--- src/rtl/exhaustive_check_sequencer_if.sv ---
// exhaustive_check_sequencer_if: control, stimulus and result bundle between the bench and the sweep sequencer
interface exhaustive_check_sequencer_if #(
  parameter int WIDTH = 4,
  parameter int ERRW  = 8
);
  logic             start;
  logic             abort;
  logic [WIDTH-1:0] stim;
  logic [WIDTH-1:0] dut_out;
  logic [WIDTH-1:0] ref_out;
  logic             busy;
  logic             done;
  logic             pass;
  logic [ERRW-1:0]  err_count;
  logic [WIDTH-1:0] first_fail_vec;
  logic             first_fail_valid;
  modport master (
    output start, abort, dut_out, ref_out,
    input  stim, busy, done, pass, err_count, first_fail_vec, first_fail_valid
  );
  modport slave (
    input  start, abort, dut_out, ref_out,
    output stim, busy, done, pass, err_count, first_fail_vec, first_fail_valid
  );
endinterface

--- src/rtl/exhaustive_check_sequencer.sv ---
// exhaustive_check_sequencer: sweeps every WIDTH-bit vector, waits SETTLE cycles, compares dut_out against ref_out
module exhaustive_check_sequencer #(
  parameter int WIDTH  = 4,
  parameter int SETTLE = 8,
  parameter int ERRW   = 8
) (
  input logic clk,
  input logic reset,
  exhaustive_check_sequencer_if.slave bus
);
  localparam int CW = $clog2(SETTLE + 1);
  typedef enum logic [2:0] {IDLE, APPLY, SETTLING, COMPARE, DONE} state_t;
  state_t           state_q, state_d;
  logic [CW-1:0]    cnt_q, cnt_d;
  logic [WIDTH-1:0] stim_q, stim_d, ffv_q, ffv_d;
  logic [ERRW-1:0]  err_q, err_d;
  logic             ffval_q, ffval_d, busy_q, busy_d, done_q, done_d, pass_q, pass_d;
  logic             mis;
  assign mis = bus.dut_out != bus.ref_out;
  always_comb begin
    state_d = state_q;
    cnt_d   = cnt_q;
    stim_d  = stim_q;
    err_d   = err_q;
    ffv_d   = ffv_q;
    ffval_d = ffval_q;
    busy_d  = busy_q;
    done_d  = done_q;
    pass_d  = pass_q;
    if (busy_q && bus.abort) begin
      state_d = IDLE;
      busy_d  = 1'b0;
    end else begin
      case (state_q)
        IDLE, DONE: if (bus.start) begin
          state_d = APPLY;
          stim_d  = '0;
          err_d   = '0;
          ffv_d   = '0;
          ffval_d = 1'b0;
          done_d  = 1'b0;
          pass_d  = 1'b0;
          busy_d  = 1'b1;
        end
        APPLY: begin
          cnt_d   = CW'(SETTLE - 1);
          state_d = SETTLING;
        end
        SETTLING: begin
          state_d = (cnt_q == '0) ? COMPARE : SETTLING;
          cnt_d   = (cnt_q == '0) ? cnt_q : cnt_q - 1'b1;
        end
        COMPARE: begin
          // the terminal vector's own mismatch must be reflected in pass
          err_d   = (mis && err_q != '1) ? err_q + 1'b1 : err_q;
          ffv_d   = (mis && !ffval_q) ? stim_q : ffv_q;
          ffval_d = ffval_q | mis;
          if (stim_q == '1) begin
            state_d = DONE;
            busy_d  = 1'b0;
            done_d  = 1'b1;
            pass_d  = err_d == '0;
          end else begin
            state_d = APPLY;
            stim_d  = stim_q + 1'b1;
          end
        end
        default: state_d = IDLE;
      endcase
    end
  end
  always_ff @(posedge clk) begin
    if (reset) begin
      state_q <= IDLE;
      cnt_q   <= '0;
      stim_q  <= '0;
      err_q   <= '0;
      ffv_q   <= '0;
      ffval_q <= 1'b0;
      busy_q  <= 1'b0;
      done_q  <= 1'b0;
      pass_q  <= 1'b0;
    end else begin
      state_q <= state_d;
      cnt_q   <= cnt_d;
      stim_q  <= stim_d;
      err_q   <= err_d;
      ffv_q   <= ffv_d;
      ffval_q <= ffval_d;
      busy_q  <= busy_d;
      done_q  <= done_d;
      pass_q  <= pass_d;
    end
  end
  assign bus.stim             = stim_q;
  assign bus.busy             = busy_q;
  assign bus.done             = done_q;
  assign bus.pass             = pass_q;
  assign bus.err_count        = err_q;
  assign bus.first_fail_vec   = ffv_q;
  assign bus.first_fail_valid = ffval_q;
endmodule

--- src/flat_wrapper.sv ---
// flat-port wrapper written by rule: the top's interface ports become plain ports
module exhaustive_check_sequencer_flat 
#(
  parameter int WIDTH  = 4,
  parameter int SETTLE = 8,
  parameter int ERRW   = 8
)
  (clk, reset, bus_start, bus_abort, bus_dut_out, bus_ref_out, bus_stim, bus_busy, bus_done, bus_pass, bus_err_count, bus_first_fail_vec, bus_first_fail_valid);
  exhaustive_check_sequencer_if #(.WIDTH(WIDTH), .ERRW(ERRW)) bus_i ();
  input logic clk;
  input logic reset;
  input wire logic [$bits(bus_i.start)-1:0] bus_start;
  input wire logic [$bits(bus_i.abort)-1:0] bus_abort;
  input wire logic [$bits(bus_i.dut_out)-1:0] bus_dut_out;
  input wire logic [$bits(bus_i.ref_out)-1:0] bus_ref_out;
  output wire logic [$bits(bus_i.stim)-1:0] bus_stim;
  output wire logic [$bits(bus_i.busy)-1:0] bus_busy;
  output wire logic [$bits(bus_i.done)-1:0] bus_done;
  output wire logic [$bits(bus_i.pass)-1:0] bus_pass;
  output wire logic [$bits(bus_i.err_count)-1:0] bus_err_count;
  output wire logic [$bits(bus_i.first_fail_vec)-1:0] bus_first_fail_vec;
  output wire logic [$bits(bus_i.first_fail_valid)-1:0] bus_first_fail_valid;
  assign bus_i.start = bus_start;
  assign bus_i.abort = bus_abort;
  assign bus_i.dut_out = bus_dut_out;
  assign bus_i.ref_out = bus_ref_out;
  assign bus_stim = bus_i.stim;
  assign bus_busy = bus_i.busy;
  assign bus_done = bus_i.done;
  assign bus_pass = bus_i.pass;
  assign bus_err_count = bus_i.err_count;
  assign bus_first_fail_vec = bus_i.first_fail_vec;
  assign bus_first_fail_valid = bus_i.first_fail_valid;
  exhaustive_check_sequencer #(.WIDTH(WIDTH), .SETTLE(SETTLE), .ERRW(ERRW)) u_core (.clk(clk), .reset(reset), .bus(bus_i));
endmodule
--- config.mk ---
export PLATFORM = sky130hd
export DESIGN_NAME = exhaustive_check_sequencer_flat
export DESIGN_NICKNAME = d
export VERILOG_FILES = /design/src/rtl/exhaustive_check_sequencer_if.sv /design/src/rtl/exhaustive_check_sequencer.sv /design/src/flat_wrapper.sv
export SDC_FILE = /design/constraint.sdc
export NUM_CORES = 1
export LEC_CHECK = 0
export CORE_ASPECT_RATIO = 1.5
export CORE_MARGIN = 3
export CORE_UTILIZATION = 45
export CTS_CLUSTER_SIZE = 20
export DETAILED_ROUTE_END_ITERATION = 12
export GPL_TIMING_DRIVEN = 0
export PLACE_DENSITY = 0.74
export SLEW_MARGIN = 10
export SYNTH_ARGS = -nofsm -noshare
export SYNTH_HDL_FRONTEND = slang
export SYNTH_SLANG_ARGS = --single-unit
export TNS_END_PERCENT = 10
--- constraint.sdc ---
create_clock -name clk -period 1.97 [get_ports clk]
set_clock_uncertainty 0.05 [all_clocks]
set_input_delay 0.197 -clock clk [delete_from_list [all_inputs] [get_ports clk]]
set_output_delay 0.197 -clock clk [all_outputs]
set_load 0.01 [all_outputs]
[Word level (Yosys, flattened, before mapping)]
Index checks and enable logic that the tools add are counted.
Storage, ports and cells
  register bits after elaboration: 27
  word-level logic and storage cells: 66
  output and inout bits: 20
  input port bits: 12
Cells by class
  equal/unequal tests: 12
  add/sub/neg operators: 3
  reductions and logical operators: 17
  multiplexer cells: 23
  bitwise gates (word level): 2
Operator list (count)
  4-bit case mux with 2 select lines: 3
  4-bit two-way mux: 4
  8-bit two-way mux: 2
  8-bit case mux with 2 select lines: 1
  3-bit case mux with 4 select lines: 1
  4-bit AND reduction: 3
  3-bit AND reduction: 3
  8-bit by 1-bit adder with 8-bit output (second input constant): 1
  8-bit logical NOT: 1
  8-bit != test (second input constant): 1
  1-bit case mux with 2 select lines: 4
  3-bit by 2-bit equality test with 1-bit output (second input constant): 2
  1-bit two-way mux: 6
  3-bit two-way mux: 2
  2-bit != test (second input constant): 3
  4-bit by 1-bit adder with 4-bit output (second input constant): 1
  4-bit equality test (second input constant): 1
  4-bit logical NOT: 1
  2-bit by 1-bit != test with 1-bit output (second input constant): 2
  4-bit != test: 1
  2-bit nonzero test: 2
  2-bit OR reduction: 2
  4-bit by 1-bit subtractor with 4-bit output (second input constant): 1
  3-bit by 1-bit equality test with 1-bit output (second input constant): 1
  6 further kinds: 8

[Longest topological paths before layout]
Gate-level depths: netlist (run 1).
  depth in word-level cells: 6
  depth in mapped cells: 7
  gate-level depth less buffers: 7

[Worst setup path before layout (run 1)]
No wires, ideal clock.
  path type: reg2reg
  start: register u_core.stim_q[0] (netlist: u_core.bus.stim[0])
  end: register u_core.pass_q (netlist: u_core.bus.pass)
  slack: 0.010 ns
  library setup time: 0.069 ns
  path buffers: 0
  required time: 1.851 ns
  clock period less this slack: 1.960 ns
  arrival time: 1.841 ns
  stages on the path, launching flop included: 7
  cells stage by stage: dfxtp_1 ha_1 nand3_1 or4b_4 a2111oi_4 o22ai_1 o21ai_1
Between the ends
  cells in the longest elaborated chain, start to end: 3
RTL lines
  start, declared: RTL line exhaustive_check_sequencer.sv:15  | logic [WIDTH-1:0] stim_q, stim_d, ffv_q, ffv_d;
  start signal, assigned: RTL line exhaustive_check_sequencer.sv:86  | stim_q <= stim_d;
  4-bit equality test: RTL line exhaustive_check_sequencer.sv:58  | if (stim_q == '1) begin
  2-bit by 1-bit != test with 1-bit output (no line)
  4-bit AND reduction (no line)
  end signal, assigned: RTL line exhaustive_check_sequencer.sv:92  | pass_q <= pass_d;
  end, declared: RTL line exhaustive_check_sequencer.sv:17  | logic ffval_q, ffval_d, busy_q, busy_d, done_q, done_d, pass_q, pass_d;
Every way passes these cells.
A chain may end at the register's enable or synchronous reset.

[Worst setup path in the final report (run 1)]
  start: register u_core.stim_q[1] (netlist: u_core.bus.stim[1])
  end: register u_core.pass_q (netlist: u_core.bus.pass)
The elaborated chain is that of the path after synthesis.

==> results_dict.tcl, run 1 <==
set metrics [dict create \
    status "finished clean" \
    cts_buffer_depth 2 \
    firstDrtPassIters 4 \
    finalNonFillerCells 259 \
    wirelength_um 4046 \
    crit_type "register to register" \
    critPathMaxFanout 6 \
    yosys-top-cells-area "dfxtp_1 (36%), a21oi_1 (6.3%), nand2_1 (5.7%)" \
    hold_class "register to register" \
    dp_hpwl_um 3051 \
    port_buffers 31 \
    nets 235 \
    synth_cell_type_count 41 \
    fillers 297 \
    cpMaxStageDelayCell "or4b_4" \
    antenna_found_initial 0 \
    core_sq_um 3191 \
    power_density_nw_per_um2 603.9 \
    synthesis.nets 200 \
    register_area_sq_um 550.5 \
    synth_top_area_cell "dfxtp_1" \
    relSlewSlack_pct 55.33 \
    cp.required_ps 2120 \
    diodes 0 \
    syn_inst 185 \
    setup_viol 0 \
    critPathMaxStageDelay_ps 600 \
    slew_violations 0 \
    max_freq_ghz 0.5147 \
    tightest_slew_ps 668.6 \
    place_inst 256 \
    dieArea_sq_um 4108 \
    h-tree-depth 1 \
    crit_chain "ha_2 > nand3_2 > or4b_4 > a2111oi_4 > o22ai_2 > o21ai_1" \
    p_leak_nw 0.6236 \
    root_buffer "clkbuf_8" \
    clkLatencyLatePin_ps 270 \
    dpl_cell_area_sq_um 1873 \
    yosysWarnings 0 \
    cts_tree "yes" \
    hold_viol 0 \
    die_x_um 53.34 \
    synth.cell_area_sq_um 1513 \
    first_iter_violations 44 \
    multiInputGateArea_sq_um 999.7 \
    overflow 0 \
    drc 0 \
    end_kind "register" \
    hold_buffers 0 \
    fin_crit_sh_pct 98.61 \
    clk_pin_slew_ps 90 \
    clkSinkCount 27 \
    rsz0062_at_grt "yes" \
    dpl_worst_slack_ps -433.3 \
    layout-drive-gt1-share_pct 13.24 \
    numCtsBuffers 3 \
    grt_usage_pct 20.83 \
    gp_congestion 0.8582 \
    maxCapViolCount 0 \
    areaGrowthSynthToFinish_pct 31.27 \
    wl_per_cell_um 15.62 \
    critical_path_buf_inv_count 0 \
    crit_family "simple AND/OR/NAND/NOR gates" \
    setup_slack_ps 27.30 \
    grt_pass1_vias 1471 \
    ant_nets 0 \
    grt_pass1_wl_um 6575 \
    irDropWorstVdd_uv 369.4 \
    netlist.area_leader.share_pct 35.73 \
    whs_ps 440.0 \
    syn_area_per_cell_sq_um 8.177 \
    startpoint_type "register" \
    cts_setup_buffers 0 \
    rows 25 \
    dr_total_vias 1519 \
    pin_count 32 \
    cp.arrival_ps 2100 \
    grt_max_degree 15 \
    start_util_pct 47.41 \
    drt-vias-per-instance 5.865 \
    ys_ff_latch 27 \
    finalCriticalPeriod_ps 1943 \
    die_h_um 77.01 \
    fin_area_sq_um 1986 \
    yosysSeqAreaShare_pct 35.73 \
]
## cells in the final DEF (no fill, tap or decap), drive strengths merged, types with 2 or more instances in the layout
| cell | count |
|---|---|
| inv | 2 |
| a21oi | 19 |
| or3 | 2 |
| nand3 | 7 |
| a22oi | 6 |
| buf | 3 |
| nor2 | 18 |
| and2 | 4 |
| xnor2 | 8 |
| nand2b | 3 |
| clkbuf | 6 |
| and4 | 5 |
| a211oi | 6 |
| nor3b | 3 |
| nor3 | 7 |
| a41oi | 2 |
| dfxtp | 27 |
| o21ai | 8 |
| a311oi | 3 |
| nand4 | 5 |
| ha | 3 |
| clkdlybuf4s50 | 31 |
| or4b | 2 |
| nand2 | 23 |
| nand3b | 3 |
## worst reg2reg max path, cell delays in order, from the launching register on
cell	delay (ps)
dfxtp_2	370
ha_2	210
nand3_2	140
or4b_4	600
a2111oi_4	260
o22ai_2	130
o21ai_1	130
## metrics by stage
step                power [mW]  utilization, %  setup TNS, ps
floorplan               0.7947               -              0
global placement        0.8728           58.71          -3486
detailed placement      0.8889           58.71          -4256
CTS                      1.200           60.51         -82.06
global route             1.268           62.24         -12.15
finish                   1.199           62.24              0
## final timing paths
kind	start	slack, ps	cells past startpoint	to
worst min register to register	u_core.bus.done	440	2	u_core.bus.done
worst max register to register	u_core.bus.stim[1]	30	6	u_core.bus.pass
worst min-delay path	u_core.bus.done	440	2	u_core.bus.done
worst max-delay path	u_core.bus.stim[1]	30	6	u_core.bus.pass
## cell families after synthesis
group	count (synthesis)	synth area share, %
AND/OR/NAND/NOR	88	32.09
multiplexers	1	0.6617
adder cells (fa/ha/maj)	3	2.482
AO/OA/AOI/OAI	49	21.59
XOR/XNOR	9	5.211
buffers and inverters	8	2.233
flip-flops	27	35.73
## cells in the mapped netlist, drive strengths merged
cell type,instances
or4bb,1
clkbuf,3
o21a,1
or2,1
nor3,7
nand3b,3
buf,3
xor2,1
nor4,1
mux2i,1
a211oi,6
a21oi,19
a2bb2o,1
o22ai,1
ha,3
nor3b,3
a41oi,2
o21ai,8
or4b,2
inv,2
or4,1
or3,2
xnor2,8
and3,1
nand3,7
nand2b,3
a2111oi,1
and2,4
nand2,23
and3b,1
nand4,5
a31oi,1
nor2,18
dfxtp,27
a311oi,3
a22oi,6
and4,5
## area by class of cell
type | instances | share of cell area (%)
Tap cell | 40 | 2.520
Sequential cell | 27 | 27.73
Multi-Input combinational cell | 150 | 50.35
Timing Repair Buffer | 31 | 15.63
Clock buffer | 4 | 2.268
Buffer | 5 | 1.134
Inverter | 2 | 0.3781
## metal layers
metal | up-vias | global-route usage (%) | wire length (um)
met2 | 41 | 35.63 | 2165
li1 | 754 | - | -
met5 | - | 0 | 0
met4 | 0 | 10.23 | 99
met1 | 710 | 24.22 | 1671
met3 | 14 | 2.718 | 108
## power breakdown
group / internal (mW) / switching [mW]
Combinational: 0.117 / 0.163
Sequential: 0.576 / 0.0334
Clock: 0.145 / 0.165
## sequential cells by signal, indices dropped and copies added (netlist names)
| name | cells |
|---|---|
| u_core.bus.first_fail_valid | 1 |
| u_core.state_q | 3 |
| u_core.cnt_q | 4 |
| u_core.bus.busy | 1 |
| u_core.bus.first_fail_vec | 4 |
| u_core.bus.err_count | 8 |
| u_core.bus.pass | 1 |
| u_core.bus.done | 1 |
| u_core.bus.stim | 4 |
## timing repair
item / 4_1_cts / 5_1_grt
setup endpoints to repair: 13 / 17
resized for setup: 5 / 14
pin swaps: 1 / 4
Note: power is estimated with default switching activity, not from simulation.
==> inputs of run 2 (changes only) <==
- CORE_UTILIZATION: 45 -> 54
- PLACE_DENSITY: 0.74 -> 0.83
- clock period: 1.97 -> 2.47 ns (I/O delays scaled with it)
==> run 2 against run 1 <==
Fmax decreased by 13%. First-iteration DRC count increased by 25%. Critical path depth increased by 1. Worst setup slack improved by 220 ps. Largest cell class unchanged. Clock power decreased by 35%. Hold slack got worse by 7.8 ps. Highest routed layer unchanged. Critical path type unchanged. Sequential power decreased by 20%. Cell count decreased by 1.2%.
==> results_dict.tcl, run 2 (synthesis results as in run 1) <==
set metrics [dict create \
    max_freq_ghz 0.4500 \
    final_common_cell "clkdlybuf4s50_1" \
    power_density_nw_per_um2 474.5 \
    wl_per_cell_um 14.80 \
    dp_hpwl_um 2919 \
    setup_slack_ps 247.7 \
    maxCapViolCount 0 \
    die_h_um 70.82 \
    seqPwrFrac_pct 53.9 \
    p_leak_nw 0.6092 \
    crit_top_cell "nand2_1" \
    status "finished clean" \
    cts_setup_buffers 0 \
    rows 22 \
    swShare_pct 32.07 \
    grt_max_degree 17 \
    ant_nets 0 \
    start_util_pct 59.09 \
    h-tree-depth 1 \
    grt_pass1_wl_um 6465 \
    finalCriticalPeriod_ps 2222 \
    relSlewSlack_pct 52.83 \
    dr_total_vias 1563 \
    port_buffers 31 \
    areaGrowthSynthToFinish_pct 25.48 \
    dpl_cell_area_sq_um 1868 \
    drc 0 \
    slew_violations 0 \
    dieArea_sq_um 3485 \
    use_met1_pct 24.47 \
    firstDrtPassIters 4 \
    end_kind "register" \
    drt-vias-per-instance 6.105 \
    diodes 0 \
    layout-drive-gt1-share_pct 6.818 \
    root_buffer "clkbuf_4" \
    crit_chain "ha_1 > clkbuf_1 > and4_1 > nand2_1 > nand2_1 > or4_1 > a21oi_1" \
    critPathMaxStageDelay_ps 480 \
    fin_area_sq_um 1898 \
    die_x_um 49.22 \
    internal_power_uw 611.8 \
    grtUsageMet2_pct 42.99 \
    pwr-share-clk_pct 22.3 \
    postLayoutCoreUtil_pct 74.14 \
    setup_viol 0 \
    cts_tree "yes" \
    grt_pass1_vias 1499 \
    pin_count 32 \
    wirelength_um 3788 \
    crit_type "register to register" \
    startpoint_type "register" \
    gp_congestion 0.8892 \
    critPathMaxFanout 9 \
    nets 236 \
    numCtsBuffers 3 \
    tightest_slew_ps 706.0 \
    clk_pin_slew_ps 150 \
    fin_crit_sh_pct 89.97 \
    largest_reg_flops 8 \
    hold_class "register to register" \
    hold_viol 0 \
    grt_usage_pct 23.09 \
    top_usage_layer "met2" \
    combPwrFrac_pct 23.8 \
    clkLatencyLatePin_ps 330 \
    setup_tns_ps 0 \
    cts_buffer_depth 2 \
    first_iter_violations 55 \
    cp.arrival_ps 2440 \
    cp.required_ps 2690 \
    hold_buffers 0 \
    mostFrequentLayoutCells "clkdlybuf4s50_1 (31), dfxtp_1 (27), nand2_1 (23)" \
    p_switching_uw 288.9 \
    core_sq_um 2560 \
    rsz0062_at_grt "no" \
    overflow 0 \
    clkSinkCount 27 \
    irDropWorstVdd_uv 412.7 \
    grt_util_met3_pct 3.579 \
    dpl_worst_slack_ps 95.80 \
    whs_ps 432.2 \
    antenna_found_initial 0 \
    ctsResizeCount 0 \
    cpMaxStageDelayCell "or4_1" \
]
==> run 2: path summary, 6_finish.rpt <==
path	cells past startpoint	slack, ps	startpoint	end
max	7	250	u_core.bus.err_count[0]	u_core.bus.err_count[3]
min	2	430	u_core.bus.done	u_core.bus.done
max reg2reg	7	250	u_core.bus.err_count[0]	u_core.bus.err_count[3]
min reg2reg	2	430	u_core.bus.done	u_core.bus.done
==> run 2: power groups by stage <==
stage	registers [mW]	clock network, mW	logic (mW)
after floorplan	0.491	0	0.143
after CTS	0.485	0.206	0.213
after detailed placement	0.495	0	0.211
after global routing	0.489	0.216	0.239
final	0.485	0.201	0.214
after global placement	0.493	0	0.203
==> run 2: cell type report <==
cell class | instances | area [sq um]
repair buffers | 31 | 310.3
clock inverters | 1 | 7.507
fillers | 201 | 661.9
well taps | 36 | 45.04
multi-input cells | 150 | 938.4
plain buffers | 6 | 26.28
clock buffers | 3 | 22.52
inverters | 2 | 7.507
flip-flops and latches | 27 | 540.5
==> run 2: layer usage <==
metal | up-vias | share of wire [%]
met5 | - | 0
met4 | 0 | 2.1
met3 | 13 | 3.8
met2 | 56 | 54
met1 | 729 | 40
li1 | 765 | -
==> run 2: critical path, delay by kind of cell (launching register included) <==
| family | cells | cell delay [ps] |
|---|---|---|
| buf+inv | 1 | 230 |
| compound gates | 1 | 160 |
| simple gates | 4 | 1090 |
| fa+ha+maj | 1 | 220 |
| flops | 1 | 410 |
==> run 2: stage by stage <==
step | power [mW] | cells
floorplan | 0.6338 | 185
CTS | 0.9046 | 256
global placement | 0.6961 | 252
global route | 0.9439 | 256
finish | 0.9006 | 256
detailed placement | 0.7058 | 252
